--- src/rtl/instr_fetch.sv ---
// Instruction fetch: owns the PC, issues word reads to imem, and buffers returned words for decode.
// Latency: response in cycle N is presented to decode in N+1; after a redirect in R, the new target is requested in R+1.
// Backpressure: requests are credit limited so that buffered plus owed words never exceed DEPTH; imem responses are never stalled.

module if_fifo #(
    parameter int W     = 64,
    parameter int DEPTH = 4
) (
    input  logic                   clk,
    input  logic                   rst_n,
    input  logic                   clr,
    input  logic                   push_vld,
    input  logic [W-1:0]           push_dat,
    input  logic                   pop_rdy,
    output logic                   head_vld,
    output logic [W-1:0]           head_dat,
    output logic [$clog2(DEPTH):0] count,
    output logic                   full
);
    // Generic synchronous FIFO with a single-cycle clear.
    // Latency: a push is visible at the head on the next cycle.
    // Backpressure: a push into a full FIFO is ignored; the caller is expected never to do this.

    localparam int AW = $clog2(DEPTH);
    localparam int CW = AW + 1;

    logic [W-1:0]  mem [DEPTH];
    logic [AW-1:0] rd_ptr;
    logic [AW-1:0] wr_ptr;
    logic          do_push;
    logic          do_pop;

    assign head_vld = (count != '0);
    assign head_dat = mem[rd_ptr];
    assign full     = (count == CW'(DEPTH));
    assign do_pop   = head_vld & pop_rdy;
    assign do_push  = push_vld & ~full;

    always_ff @(posedge clk or negedge rst_n) begin
        if (!rst_n) begin
            rd_ptr <= '0;
            wr_ptr <= '0;
            count  <= '0;
            for (int i = 0; i < DEPTH; i++) begin
                mem[i] <= '0;
            end
        end else if (clr) begin
            rd_ptr <= '0;
            wr_ptr <= '0;
            count  <= '0;
        end else begin
            if (do_push) begin
                mem[wr_ptr] <= push_dat;
                wr_ptr      <= wr_ptr + 1'b1;
            end
            if (do_pop) begin
                rd_ptr <= rd_ptr + 1'b1;
            end
            case ({do_push, do_pop})
                2'b10:   count <= count + 1'b1;
                2'b01:   count <= count - 1'b1;
                default: count <= count;
            endcase
        end
    end

endmodule

module instr_fetch #(
    parameter logic [31:0] RESET_PC = 32'h0000_0000,
    parameter int          DEPTH    = 4
) (
    input  logic        clk,
    input  logic        rst_n,
    output logic        imem_req_valid,
    input  logic        imem_req_ready,
    output logic [31:0] imem_req_addr,
    input  logic        imem_rsp_valid,
    input  logic [31:0] imem_rsp_data,
    input  logic        redirect_valid,
    input  logic [31:0] redirect_pc,
    output logic        instr_valid,
    input  logic        instr_ready,
    output logic [31:0] instruction,
    output logic [31:0] instr_pc
);
    // Fetch PC generation, imem request/response tracking and the decode-facing instruction buffer.
    // Latency: 1 cycle from imem response to instr_valid; first request one cycle after reset release.
    // Backpressure: stalls requests when buffered + owed words reach DEPTH; instr_ready low only fills the buffer.

    localparam int CW = $clog2(DEPTH) + 1;
    localparam logic [CW:0]  CREDITS    = (CW + 1)'(DEPTH);
    localparam logic [31:0]  RESET_WORD = {RESET_PC[31:2], 2'b00};

    typedef struct packed {
        logic [31:0] pc;
        logic [31:0] word;
    } fetch_entry_t;

    logic [31:0]  fetch_pc;
    logic [31:0]  rsp_pc;
    logic [31:0]  target_pc;
    logic [CW-1:0] in_flight;
    logic [CW-1:0] drop_cnt;
    logic [CW-1:0] buf_count;
    logic [CW:0]   credit_used;
    logic          buf_full;
    logic          run_q;
    logic          req_hs;
    logic          drop_rsp;
    logic          push_vld;
    fetch_entry_t  push_dat;
    fetch_entry_t  head_dat;
    logic          redirect_lsb_unused;

    assign target_pc           = {redirect_pc[31:2], 2'b00};
    assign redirect_lsb_unused = ^redirect_pc[1:0];

    // Owed responses still hold a buffer slot, so the FIFO can never overflow.
    assign credit_used    = {1'b0, buf_count} + {1'b0, in_flight};
    assign imem_req_valid = run_q & (credit_used < CREDITS) & ~redirect_valid;
    assign imem_req_addr  = fetch_pc;
    assign req_hs         = imem_req_valid & imem_req_ready;

    assign drop_rsp = imem_rsp_valid & (drop_cnt != '0);
    assign push_vld = imem_rsp_valid & (drop_cnt == '0) & ~redirect_valid;
    assign push_dat = '{pc: rsp_pc, word: imem_rsp_data};

    always_ff @(posedge clk or negedge rst_n) begin
        if (!rst_n) begin
            run_q     <= 1'b0;
            fetch_pc  <= RESET_WORD;
            rsp_pc    <= RESET_WORD;
            in_flight <= '0;
            drop_cnt  <= '0;
        end else begin
            run_q <= 1'b1;
            if (redirect_valid) begin
                // Everything still owed belongs to the old path and is discarded on arrival.
                fetch_pc  <= target_pc;
                rsp_pc    <= target_pc;
                in_flight <= in_flight - CW'(imem_rsp_valid);
                drop_cnt  <= in_flight - CW'(imem_rsp_valid);
            end else begin
                if (req_hs) begin
                    fetch_pc <= fetch_pc + 32'd4;
                end
                if (push_vld) begin
                    rsp_pc <= rsp_pc + 32'd4;
                end
                if (drop_rsp) begin
                    drop_cnt <= drop_cnt - 1'b1;
                end
                in_flight <= in_flight + CW'(req_hs) - CW'(imem_rsp_valid);
            end
        end
    end

    if_fifo #(
        .W     ($bits(fetch_entry_t)),
        .DEPTH (DEPTH)
    ) u_buf (
        .clk      (clk),
        .rst_n    (rst_n),
        .clr      (redirect_valid),
        .push_vld (push_vld),
        .push_dat (push_dat),
        .pop_rdy  (instr_ready),
        .head_vld (instr_valid),
        .head_dat (head_dat),
        .count    (buf_count),
        .full     (buf_full)
    );

    assign instruction = head_dat.word;
    assign instr_pc    = head_dat.pc;

    a_no_push_when_full: assert property (@(posedge clk) disable iff (!rst_n)
        !(push_vld && buf_full));

    a_no_unowed_rsp: assert property (@(posedge clk) disable iff (!rst_n)
        !(imem_rsp_valid && (in_flight == '0)));

endmodule
--- config.mk ---
export PLATFORM = sky130hd
export DESIGN_NAME = instr_fetch
export DESIGN_NICKNAME = d
export VERILOG_FILES = /design/src/rtl/instr_fetch.sv
export SDC_FILE = /design/constraint.sdc
export NUM_CORES = 1
export LEC_CHECK = 0
export BUFFER_PORTS_ARGS = -buffer_cell sky130_fd_sc_hd__buf_2
export CAP_MARGIN = 20
export CORE_MARGIN = 2
export CORE_UTILIZATION = 30
export CTS_CLUSTER_DIAMETER = 60
export DETAILED_ROUTE_END_ITERATION = 10
export PLACE_DENSITY = 0.43
export SLEW_MARGIN = 20
export SYNTH_ARGS = -nofsm -noshare
export SYNTH_HDL_FRONTEND = slang
export SYNTH_SLANG_ARGS = --single-unit
--- constraint.sdc ---
create_clock -name clk -period 3.87 [get_ports clk]
set_input_delay 0.1935 -clock clk [delete_from_list [all_inputs] [get_ports clk]]
set_output_delay 0.1935 -clock clk [all_outputs]
set_load 0.05 [all_outputs]
* Word-level counts from Yosys, hierarchy flattened
Cells that the tools add are included.
** Storage, ports and cells
- Bits in registers :: 334
- Bits of input ports :: 70
- Output and inout bits :: 98
** Cells by class
- Add/sub/neg operators :: 11
- Magnitude comparators :: 4
- Equality and inequality tests :: 3
- Multiplexer cells :: 19
- Bitwise logic cells :: 12
- Reductions and logical operators :: 11
** Operators with widths (number)
- $bwmux 256 :: 1
- $mux 64 :: 3
- $bmux 64 s2 :: 1
- $demux 64 s2 :: 1
- $mux 32 :: 4
- $add 32x3->32 const B :: 2
- $mux 3 :: 4
- $reduce_bool 2->1 :: 5
- $reduce_bool 3->1 :: 3
- $and 1x1->1 :: 8
- $mux 2 :: 4
- $ge 3x3->1 const B :: 2
- $not 2->3 :: 2
- $pmux 3 s2 :: 1
- $sub 3x1->3 :: 2
- $sub 3x1->3 const B :: 2
- $add 2x1->2 const B :: 2
- $add 3x3->4 :: 1
- $lt 4x3->1 const B :: 1
- $add 3x1->3 :: 1
- $add 3x1->3 const B :: 1
- $eq 3x3->1 const B :: 1
- $logic_not 3->1 :: 1
- $lt 3x1->1 const B :: 1
- other kinds (5) :: 6

* Logic depth before layout (Yosys ltp)
Gate-level depths: netlist of the first run.
- Word-level depth :: 8
- Depth in mapped cells :: 12
- Mapped depth without buffers :: 11

* Cells and area by module
Synthesis of the first run repeated with hierarchy kept, for this count alone.
** Unflattened totals
- Cell total of the unflattened synthesis :: 1095
- Area total of the unflattened synthesis :: 15444.8 um^2
** Modules (own cells, without submodules)
- if_fifo :: instances 1, cells each 677, area an instance 11604.9 um^2, sequential area each 6581.3 um^2
- instr_fetch :: instances 1, cells each 418, area an instance 3839.9 um^2, sequential area each 1676.6 um^2

* Least setup slack after synthesis of the first run
OpenSTA, ideal clock, no wires.
- Path type :: register -> register
- Start point :: register in_flight[2]
- End point :: register in_flight[2]
- Library setup time :: 0.079 ns
- Arrival :: 2.818 ns
- Path slack :: 0.973 ns
- Stages on the path, launching flop included :: 13
- Buffers on the path :: 1
- Clock period less this slack :: 2.897 ns
- Cell sequence :: dfrtp_1 -> ha_1 -> or3_4 -> nor3_4 -> inv_2 -> clkbuf_1 -> ha_1 -> inv_1 -> ha_1 -> fa_1 -> xor2_1 -> o21ai_0 -> xor2_1
** On the way
- Word-level cells in the longest chain between the ends :: 8
- Elaborated cells on any way between the ends :: 9
** RTL lines
- start: declaration :: line 103 : logic [CW-1:0] in_flight;
- start signal: assignment :: line 142 : in_flight <= in_flight - CW'(imem_rsp_valid);
- start signal: assignment :: line 154 : in_flight <= in_flight + CW'(req_hs) - CW'(imem_rsp_valid);
- $add 3x3->4 :: line 120 : assign credit_used = {1'b0, buf_count} + {1'b0, in_flight};
- $lt 4x3->1 :: line 121 : assign imem_req_valid = run_q & (credit_used < CREDITS) & ~redirect_valid;
- $and 1x1->1 (2 in series) :: line 121
- $and 1x1->1 :: line 123 : assign req_hs = imem_req_valid & imem_req_ready;
- $add 3x1->3 :: line 154
- $sub 3x1->3 :: line 154
- $mux 3 (*) :: line 138 : if (redirect_valid) begin
Mark *: on every way between the ends. The rest lies on a longest branch, timed or not.
A chain may end at the register's enable or synchronous reset.

* Worst setup path in the final report of the first run
- Start point :: register u_buf.count[2]
- End point :: register in_flight[2]
** On the way
- Word-level cells in the longest chain between the ends :: 8
** RTL lines
- start: declaration :: line 17 : output logic [$clog2(DEPTH):0] count,
- start signal: assignment :: line 60 : 2'b10: count <= count + 1'b1;
- start signal: assignment :: line 61 : 2'b01: count <= count - 1'b1;
- start signal: assignment :: line 62 : default: count <= count;
- $add 3x3->4 :: line 120
- $lt 4x3->1 :: line 121
- $and 1x1->1 (2 in series) :: line 121
- $and 1x1->1 :: line 123
- $add 3x1->3 :: line 154
- $sub 3x1->3 :: line 154
- $mux 3 :: line 138
No other way between the ends.

==> flow_summary.toml, run 1 <==
[sta]
hold_viol = 0
rsz0062_at_grt = "no"
period_share = 0.766
max_slew_margin = 0.331
layout_min_cycle_time_ns = 2.96
skew_ns = 0.0166
tns_ns = 0
tightest_slew_ns = 1.00
drv_slew = 0
fmax_mhz = 337
finalSetupViolCount = 0

[detailed_routing]
route.detailed.drc = 0
avgViaCountPerCell = 4.82
drt_pass1_iterations = 4
via_count = 9559
post_drt_wl_per_cell_um = 19.5
routed_wl_um = 38700
antenna_left = 0
initialDrtViolationCount = 292

[critical_path]
path_common_cell = "ha_1"
worstSetupPathType = "register to register"
crit_required_ns = 4.34
crit_chain = "ha_1, or3_4, nor3_4, inv_2, ha_1, inv_1, ha_1, fa_1, xor2_1, o21ai_0, xor2_1"
path_max_fanout = 17
cpPeakStageDelay_ns = 0.43
start_kind = "register"
crit_path_top_delay_cell = "dfrtp_1"
arrival_ns = 3.44
critPathCaptureType = "register"
cp_num_buf_inv = 2
critPathTopFamily = "adder cells"

[synth]
yosysTopAreaCell = "dfrtp_1"
synthTopCellsByCount = "dfrtp_1 (322), mux2_2 (273), mux4_2 (62)"
synth-compound-area-share = 0.0234
synth-edff-count = 0
syn_inst = 1055
yosysTopAreaCellShare = 0.534
synth_seq_area_share = 0.534
synth_area_leaders = "dfrtp_1 (53%), mux2_2 (20%), mux4_2 (9.3%)"
synth_top_family_by_area = "multiplexers"
synth_cell_type_count = 53
async_flop_share = 1.00
synthesis.area_um2 = 15100
yosys.cell_count.top_type = "dfrtp_1"
synth_top_flop_cell = "dfrtp_1"
synth-adder-area-share = 0.0143
yosys.area_share.simple = 0.0656
synth_xor_area_frac = 0.0314
yosysWarnings = 0
ys_ff_latch = 322
synthMuxAreaShare = 0.300
postSynthAreaPerCell_um2 = 14.3

[cts]
cts_resized = 0
clk_pin_slew_ns = 0.06
ctsHtreeMaxLevel = 2
cts_tree = "yes"
insertion_delay_ns = 0.56
cts.sinks = 322
cts_buffers = 44
hold_buffers = 61
clk_path_buf_depth = 3
cts_root_buf = "clkbuf_16"
cts_setup_buffers = 0

[power_and_ir_drop]
vdd_drop_max_mv = 0.288
power_density_nw_per_um2 = 719
p_total_mw = 13.4
power_leakage_nw = 8.39

[die]
ios = 168
initial_core_util = 0.302
die_area_um2 = 52100
dieHeight_um = 228
num_rows = 82
core_area_um2 = 49900
die-width_um = 228

[worst_hold_path]
worstHoldPathType = "input port to register"

[cells_and_area]
final_area_um2 = 18700
antenna_cells = 0
final_layout_size_suffix_gt1_frac = 0.462
fin_cells = 1983
final_core_util = 0.375
fin_nets = 1366
areaGrowthSynthToFinish_pct = 24.0

[placed_design]
placed_area_um2 = 16700
place_congestion = 0.758
dp_hpwl_um = 24700
place_inst = 1845
io_buffers = 161

[grt]
overflow = 0
grt_pass1_vias = 10200
antenna_found_initial = 0
grt_pass1_wl_um = 61000
grt.total_usage = 0.151
grt_start_max_net_pins = 117

[run]
cap_violations = 0

[status]
outcome = "finished, final reports clean"
[kinds of logic (layout without fill, tap and decap cells)]
logic type | after synthesis | in the layout
AO/OA/AOI/OAI | 56 | 56
XOR/XNOR | 54 | 54
adder cells (fa/ha/maj) | 16 | 16
buffers and inverters | 88 | 341
flip-flops | 322 | 322
multiplexers | 340 | 340
other | 2 | 5
AND/OR/NAND/NOR | 177 | 177
[sequential cells by signal, summed over array words and instances, names as in the netlist]
signal and cells:
drop_cnt 3, imem_req_addr 30, in_flight 3, rsp_pc 30
run_q 1, u_buf.count 3, u_buf.mem 248, u_buf.rd_ptr 2
u_buf.wr_ptr 2
[layout make-up]
class | count | area (µm²)
Tap cell | 672 | 841
Sequential cell | 322 | 8070
Timing Repair Buffer | 246 | 1720
Inverter | 18 | 67.6
Multi-Input combinational cell | 648 | 6580
Fill cell | 4885 | 31200
Clock inverter | 19 | 206
Clock buffer | 58 | 1210
[per-stage QoR]
stage	hold WS (ns)	setup slack, ns
floorplan	-0.102	0.973
global placement	0.371	0.904
detailed placement	0.377	0.875
CTS	0.0240	0.860
global route	0.0487	0.694
finish	0.0615	0.907
[metal layers]
layer	GRT usage	vias up	routed length [µm]
met3	0.0349	56	1830
met5	0	-	0
li1	-	4314	-
met4	0.0429	0	857
met1	0.206	4996	18100
met2	0.239	193	17900
[cell usage in the layout (no fill, tap or decap), drive strengths merged, types with 23 or more instances in the layout]
cell type / synthesis / layout
dfrtp: 322 / 322
mux2: 273 / 273
buf: 50 / 185
mux4: 62 / 62
dlygate4sd3: 0 / 61
clkbuf: 20 / 58
nand2: 41 / 41
xnor2: 30 / 30
nand4: 27 / 27
nand3: 25 / 25
xor2: 24 / 24
nor2: 24 / 24
o21ai: 23 / 23
[power breakdown]
part	switching (mW)	internal, mW
Clock	1.55	2.47
Combinational	3.01	1.81
Sequential	0.549	4.05
Total	5.11	8.33
[final timing paths]
path,startpoint,end,slack [ns],depth (start not counted)
max,u_buf.count[2],in_flight[2],0.91,11
min,redirect_pc[30],rsp_pc[30],0.06,3
max reg2reg,u_buf.count[2],in_flight[2],0.91,11
min reg2reg,u_buf.mem[111],u_buf.mem[111],0.50,1
max in group asynchronous,rst_n,u_buf.mem[179],2.49,3
min in group asynchronous,rst_n,u_buf.mem[150],0.32,2
[worst reg2reg max path, stage by stage (launching register included)]
cell and delay (ns):
dfrtp_1 0.43, ha_1 0.29, or3_4 0.36, nor3_4 0.19
inv_2 0.18, ha_1 0.33, inv_1 0.04, ha_1 0.18
fa_1 0.38, xor2_1 0.15, o21ai_0 0.19, xor2_1 0.16
(Power assumes the default switching activity.)
==> inputs of run 2 (changes only) <==
Settings changed: PLACE_DENSITY 0.43 to 0.45.
Clock period 3.87 ns to 2.7 ns, I/O delays scaled along.
==> flow_summary.toml, run 2 (same netlist as run 1, synthesis figures left out) <==
[status]
outcome = "finished, final reports clean"

[critical_path]
crit_required_ns = 3.14
arrival_ns = 3.04
setup.worst_path.start = "in_flight[2]"
critPathCaptureType = "register"
rrSetupSlack_ns = 0.09
critPathCapture = "in_flight[2]"
start_kind = "register"
path_max_fanout = 2
reg2reg_depth = 11
r2r_start = "in_flight[2]"
rr_endpoint = "in_flight[2]"
worstSetupPathType = "register to register"

[cells_and_area]
fill_cells = 4781
layout_commonest_cell = "dfrtp_1"
antenna_cells = 0
fin_nets = 1384
final_area_um2 = 18900
regArea_um2 = 8070
multi_input_area_um2 = 6610
areaGrowthSynthToFinish_pct = 25.7
largest_reg_flops = 248
final_cell_mix = "dfrtp_1 (320), mux2_2 (273), buf_2 (160)"
top_register = "u_buf.mem"
final_core_util = 0.380
final_layout_size_suffix_gt1_frac = 0.471

[cts]
cts.sinks = 322
clk_pin_slew_ns = 0.06
cts_root_buf = "clkbuf_16"
ctsHtreeMaxLevel = 2
clk_path_buf_depth = 3
cts_buffers = 42
insertion_delay_ns = 0.55
cts_tree = "yes"

[grt]
grt_start_max_net_pins = 77
antenna_found_initial = 0
grt.total_usage = 0.152
grt_pass1_vias = 10500
overflow = 0
grt_pass1_wl_um = 61800

[worst_hold_path]
worstHoldPathType = "input port to register"

[die]
core_area_um2 = 49900
ios = 168
die_area_um2 = 52100
die-width_um = 228
dieHeight_um = 228
num_rows = 82
initial_core_util = 0.302

[sta]
fmax_mhz = 383
hold_viol = 0
drv_slew = 0
finalSetupViolCount = 0
layout_min_cycle_time_ns = 2.61
max_slew_margin = 0.512
setup_ws_ns = 0.0913
rsz0062_at_grt = "yes"
skew_ns = 0.0127
tightest_slew_ns = 0.731
period_share = 0.966

[placed_design]
place_congestion = 0.755
io_buffers = 161
placed_area_um2 = 16900
dpl_worst_slack_ns = 0.0757
dp_hpwl_um = 25200

[detailed_routing]
avgViaCountPerCell = 4.77
via_count = 9552
post_drt_wl_per_cell_um = 19.3
routed_wl_um = 38700
drt_pass1_iterations = 4
route.detailed.drc = 0
initialDrtViolationCount = 524
antenna_left = 0

[power_and_ir_drop]
p_int_mw = 11.9
seq_power_share = 0.340
vdd_drop_max_mv = 0.426
power_density_nw_per_um2 = 1020
clock_power_share = 0.287
p_sw_mw = 7.37
switching_share = 0.383
power_leakage_nw = 8.49
pwr-share-comb = 0.373

[run]
cap_violations = 0
==> run 2: cell count changes in the layout (fill, tap and decap cells not counted), moves of 2 or more <==
cell,before,now
buf_4,15,25
dlygate4sd3_1,61,63
ha_4,0,2
buf_12,9,16
clkbuf_8,4,8
ha_1,14,12
bufinv_16,4,1
clkinv_2,11,6
==> run 2: power groups by stage <==
stage | Sequential [mW] | Clock (mW) | Combinational, mW
after floorplan | 6.48 | 0 | 5.40
after detailed placement | 6.65 | 0 | 7.13
final | 6.54 | 5.52 | 7.19
after global placement | 6.63 | 0 | 7.08
after CTS | 6.58 | 5.75 | 7.21
after global routing | 6.70 | 5.97 | 7.64
==> run 2: worst min path at each step <==
stage	slack, ns	depth (start not counted)	startpoint	end
6_report	0.06	3	redirect_pc[21]	imem_req_addr[21]
2_1_floorplan	-0.16	0	rst_n	drop_cnt[0]
3_3_place_gp	0.13	1	rst_n	u_buf.mem[24]
4_1_cts	0.01	5	imem_rsp_valid	rsp_pc[3]
3_5_place_dp	0.12	1	rst_n	u_buf.mem[216]
5_1_grt	0.06	3	redirect_pc[21]	imem_req_addr[21]
==> run 2: critical path: stages, from the launching register on <==
cell     delay, ns
dfrtp_1       0.40
ha_1          0.28
or3_4         0.39
nor3_4        0.18
inv_2         0.07
ha_4          0.26
inv_2         0.04
ha_4          0.15
fa_2          0.34
xor2_1        0.14
o21ai_1       0.08
xor2_1        0.17
==> run 2: layout make-up <==
class / count / share of cell area
Sequential cell: 322 / 0.426
Multi-Input combinational cell: 648 / 0.349
Timing Repair Buffer: 266 / 0.105
Clock buffer: 62 / 0.0670
Tap cell: 672 / 0.0444
Clock inverter: 14 / 0.00614
Inverter: 18 / 0.00357
==> run 2: repair_timing <==
item                                    4_1_cts  5_1_grt
buffers inserted                              0        3
hold buffers                                 63        0
hold endpoints to repair                    246        0
resized for setup                             0        5
endpoints found under the setup margin        0        9
==> run 2: routing by layer <==
metal	routed length [µm]	GRT usage
met1	18300	0.210
met2	17800	0.240
met3	1720	0.0284
met4	899	0.0492
met5	0	0
==> run 2: stage by stage <==
step / instances / TNS [ns] / power (mW) / hold WS [ns]
after floorplan: 1058 / -0.0546 / 11.9 / -0.161
after global placement: 1860 / 0 / 13.7 / 0.127
after detailed placement: 1860 / 0 / 13.8 / 0.124
after CTS: 1999 / 0 / 19.5 / 0.0135
after global routing: 2002 / -0.0661 / 20.3 / 0.0574
final: 2002 / 0 / 19.2 / 0.0553
